`config.mk`:
```
export PLATFORM = sky130hd
export DESIGN_NAME = fifo_rr_arbiter
export DESIGN_NICKNAME = d
export VERILOG_FILES = /design/src/rtl/fifo_rr_arbiter.sv
export SDC_FILE = /design/constraint.sdc
export NUM_CORES = 1
export LEC_CHECK = 0
export BUFFER_PORTS_ARGS = -buffer_cell sky130_fd_sc_hd__buf_2
export CAP_MARGIN = 20
export CORE_ASPECT_RATIO = 1.5
export CORE_MARGIN = 5
export CORE_UTILIZATION = 30
export DETAILED_ROUTE_END_ITERATION = 8
export GPL_TIMING_DRIVEN = 0
export HOLD_SLACK_MARGIN = 0.02
export PLACE_DENSITY_LB_ADDON = 0.25
export SLEW_MARGIN = 20
export SYNTH_ARGS = -nofsm -noshare
export SYNTH_HDL_FRONTEND = slang
export SYNTH_SLANG_ARGS = --single-unit
```
`constraint.sdc`:
```
create_clock -name clk -period 1.6 [get_ports clk]
set_input_delay 0.24 -clock clk [delete_from_list [all_inputs] [get_ports clk]]
set_output_delay 0.24 -clock clk [all_outputs]
set_load 0.01 [all_outputs]
```
`src/rtl/fifo_rr_arbiter.sv`:
```
// Round-robin scheduler that pops one word per cycle from four input FIFOs and
// routes it by destination field into one of four output FIFOs, two cycles after the pop.
module fifo_rr_arbiter #(
  parameter int WORD_SIZE = 10,
  parameter int DEST_LSB  = 8
) (
  input  logic                   clk,
  input  logic                   reset,
  input  logic                   arb_en,
  input  logic [3:0]             in_empty,
  input  logic [4*WORD_SIZE-1:0] in_data,
  input  logic [3:0]             out_almost_full,
  output logic [3:0]             in_rd_en,
  output logic [3:0]             out_wr_en,
  output logic [WORD_SIZE-1:0]   out_data,
  output logic [1:0]             grant,
  output logic                   idle
);

  typedef enum logic [1:0] {IDLE, ACTIVE, PAUSE} state_t;

  state_t               state, state_next;
  logic                 stall;
  logic [3:0]           eligible;
  logic                 any_eligible;
  logic [1:0]           pick;
  logic [1:0]           cand;
  logic                 pop;
  logic [3:0]           rd_sel;
  logic                 sel_valid;
  logic [WORD_SIZE-1:0] sel_word;
  logic [1:0]           sel_dest;

  assign stall        = |out_almost_full;
  assign eligible     = ~in_empty & ~in_rd_en;
  assign any_eligible = |eligible;

  // Later overwrites win, so scanning from grant+4 down to grant+1 leaves the nearest eligible index.
  always_comb begin
    pick = grant;
    cand = grant;
    for (int n = 4; n >= 1; n--) begin
      cand = grant + 2'(n);
      if (eligible[cand]) pick = cand;
    end
  end

  always_comb begin
    state_next = state;
    if (arb_en && stall) begin
      state_next = PAUSE;
    end else begin
      case (state)
        IDLE:    if (arb_en && any_eligible) state_next = ACTIVE;
        ACTIVE:  if (!arb_en || !any_eligible) state_next = IDLE;
        PAUSE:   if (!stall) state_next = (arb_en && any_eligible) ? ACTIVE : IDLE;
        default: state_next = IDLE;
      endcase
    end
  end

  assign pop = (state_next == ACTIVE);

  // rd_sel is the pop strobe delayed one cycle, marking which FIFO's data_out is now valid.
  always_comb begin
    sel_word = '0;
    for (int i = 0; i < 4; i++) begin
      if (rd_sel[i]) sel_word = in_data[i*WORD_SIZE +: WORD_SIZE];
    end
  end

  assign sel_valid = |rd_sel;
  assign sel_dest  = sel_word[DEST_LSB+1:DEST_LSB];

  always_ff @(posedge clk) begin
    if (reset) begin
      state     <= IDLE;
      in_rd_en  <= '0;
      rd_sel    <= '0;
      out_wr_en <= '0;
      out_data  <= '0;
      grant     <= 2'd3;
    end else begin
      state     <= state_next;
      in_rd_en  <= pop ? (4'b0001 << pick) : 4'b0000;
      if (pop) grant <= pick;
      rd_sel    <= in_rd_en;
      out_wr_en <= sel_valid ? (4'b0001 << sel_dest) : 4'b0000;
      if (sel_valid) out_data <= sel_word;
    end
  end

  assign idle = (state == IDLE) && (in_rd_en == 4'b0000) && (rd_sel == 4'b0000)
                && (out_wr_en == 4'b0000);

endmodule

```
==> results.md <==
* Cell taking the most area after synthesis: dfxtp_1
* Final slew viol count at 0
* Die Span Y at 90.47 um
* Total CTS buffers at 3
* Post-Syn Area per Cell at 8.196 um^2
* Vias at 1,488
* DRC viols at 0
* Main area contributors after synthesis: dfxtp_1 40%, a21oi_1 7.0%, a221oi_1 5.4%, a211oi_1 5.2%, nand3b_1 4.6%
* Number of global-route vias before repair at 1,549
* Register area at 530.5 um^2
* VDD IR-drop max at 0.4354 mV
* Die width at 63.65 um
* Sequential area share after synthesis at 40.19%
* Register share of total power at 57.5%
* I/O pin cnt at 72
* Share of the synthesized area in the top cell type at 40.19%
* Crit end category: output port
* Multi-input gate area at 749.5 um^2
* DRT iter0 DRCs at 122
* Minimum clock period at 1753 ps
* Post-Syn Nets at 209
* N_diodes at 0
* Critical Path Fanout Max at 2
* GPL Wtd Cong at 0.7802
* Status: complete, but fails checks
* Clk network pwr share at 30.5%
* Largest net degree at the start of global routing at 14
* Worst path arrival time at 1510 ps
* Synth Cell Area at 1295 um^2
* Area added between synthesis and finish at 44.73%
* GRT Total Usage at 13.93%
* Total iterations of the first detailed-routing run at 4
* Initial antenna violation count at 0
* Core area at 4209 um^2
* Port bufs at 71
* Reported net switching power at 247.3 uW
* Worst setup SP type: flip-flop
* Synth cell types at 29
* Hold Worst Slack at 268.9 ps
* GRT overflow at 0
* Part of the cycle the worst path needs at 109.6%
* Least-Margin Pin Slew at 443.6 ps
* Post-Route WL at 4.138 mm
* Setup Viol. Count Final at 1
* Peak Freq at 570.4 MHz
* Clock sinks at 26
* Clock Skews at 3.114 ps
* Fillers at 423
* Ys Warns at 0
* Setup TNS at -153.2 ps
* Worst-path clk slew at 80 ps
* Internal at 890.0 uW
* Pwr dens at 606.8 nW/um^2
* Detail Route Antenna Nets at 0
* Final hold violation count at 0
* Clock Latency Late Sink at 260 ps
* Switching Share at 21.74%
* TritonCTS clock tree: yes
* Failing checks: setup timing
* Initial Util at 30.77%
* Max-Cap Viols at 0
* First-pass GRT wire length at 6.720 mm
* FP Rows at 29
* Htree depth at 1
* Hold Path Class: in2reg
* HPWL Detailed at 3.186 mm
* Synthesized instance count at 158
* Layout cells sized above 1 at 42.19%
* CTS Buffer Depth at 2
* Comb pwr share at 12.0%
* Fin util at 44.53%
* Synth Register Bits at 26
* Fin nets at 290
* Total die area at 5758 um^2
* Relative slew slack at 70.42%
* Root buf cell: clkbuf_8
* Setup ws final at -153.2 ps
* P_leak at 0.0008833 uW
* Tot Pwr at 1137 uW
* Setup CP Type: reg2out
* RSZ-0062 raised after global routing: true
* Vias per cell at 5.258
* CP Data Required Time at 1360 ps
* Routed len/inst at 14.62 um
-- routing by layer --
layer / wire, um / vias to the layer above / GRT usage (%) / part of all wire, %
met5: 0 / - / 0 / 0
met4: 39 / 0 / 4.159 / 0.94
met3: 419 / 4 / 4.234 / 10
met2: 1999 / 65 / 23.98 / 48
met1: 1679 / 676 / 16.21 / 41
li1: - / 743 / - / -
-- logic make-up (layout without fill, tap and decap cells) --
logic type | count (synthesis) | after routing | synth area share [%]
flip-flops | 26 | 26 | 40.19
AO/OA/AOI/OAI | 49 | 49 | 25.41
AND/OR/NAND/NOR | 59 | 59 | 27.05
buffers and inverters | 24 | 103 | 7.344
-- sequential cells by signal, indices dropped and copies added (netlist names) --
register / count
out_data: 10
in_rd_en: 4
out_wr_en: 4
rd_sel: 4
grant: 2
state: 2
-- timing repair --
| item | 4_1_cts | 5_1_grt |
|---|---|---|
| resized for setup | 15 | 8 |
| hold buffers | 0 | 0 |
| cloned | 0 | 0 |
| setup buffers | 4 | 1 |
| pin swaps | 2 | 4 |
| endpoints found under the setup margin | 2 | 10 |
-- through the flow --
step,setup slack (ps),cell area (um^2),cells
after CTS,-128.3,1851,282
after global placement,-195.4,1708,275
after floorplan,30.60,1295,158
final,-153.2,1874,283
after detailed placement,-150.1,1708,275
after global routing,-207.1,1874,283
-- cell usage after synthesis (all sizes together) --
cell type and count:
a211oi 9, o2111a 1, o311a 1, o22ai 2, o41ai 1, a21oi 18
o211a 1, a21boi 1, nor4 6, and3b 2, a22oi 2, and3 1
o21ai 5, nor2b 4, nor3 11, inv 13, nor2 15, dfxtp 26
buf 4, or4 3, or3b 2, a221oi 8, nand2 5, clkbuf 7
or3 2, nand3b 8
-- cells in the final DEF, fill, tap and decap left out, types with 3 or more instances in the layout --
cell and count:
buf_2 74, dfxtp_1 22, a21oi_1 17, nor2_1 15, inv_1 13, nor3_1 11, a211oi_1 9, nand3b_1 8
a221oi_1 8, clkbuf_1 6, buf_4 5, nor4_4 4, nand2_1 4, o21ai_0 4, nor2b_1 4, clkbuf_8 3
-- final timing paths --
kind,from,end,slack (ps),cells past startpoint
worst min-delay path,arb_en,state[1],270,3
worst max register to register,rd_sel[2],out_data[7],90,5
worst min register to register,out_data[8],out_data[8],460,2
worst max-delay path,out_wr_en[1],idle,-150,3
-- worst max-delay path: stages, from the launching register on --
cell and delay (ps):
dfxtp_2 330, or4_4 540, nor4_4 220, buf_2 170
-- power by group through the flow --
stage,sequential (uW),clock (uW),combinational [uW]
3_5_place_dp,672,0,126
2_1_floorplan,673,0,43.6
3_3_place_gp,672,0,127
6_report,654,347,136
4_1_cts,655,361,135
5_1_grt,655,389,152
-- area by class of cell --
type | count | area share (%)
multi-input combinational | 108 | 39.99
sequential | 26 | 28.30
timing repair buffer | 76 | 20.96
tap | 46 | 3.071
buffer | 11 | 2.870
inverter | 13 | 2.603
clock buffer | 3 | 2.203
No activity file was read; power rests on OpenSTA's default activity.
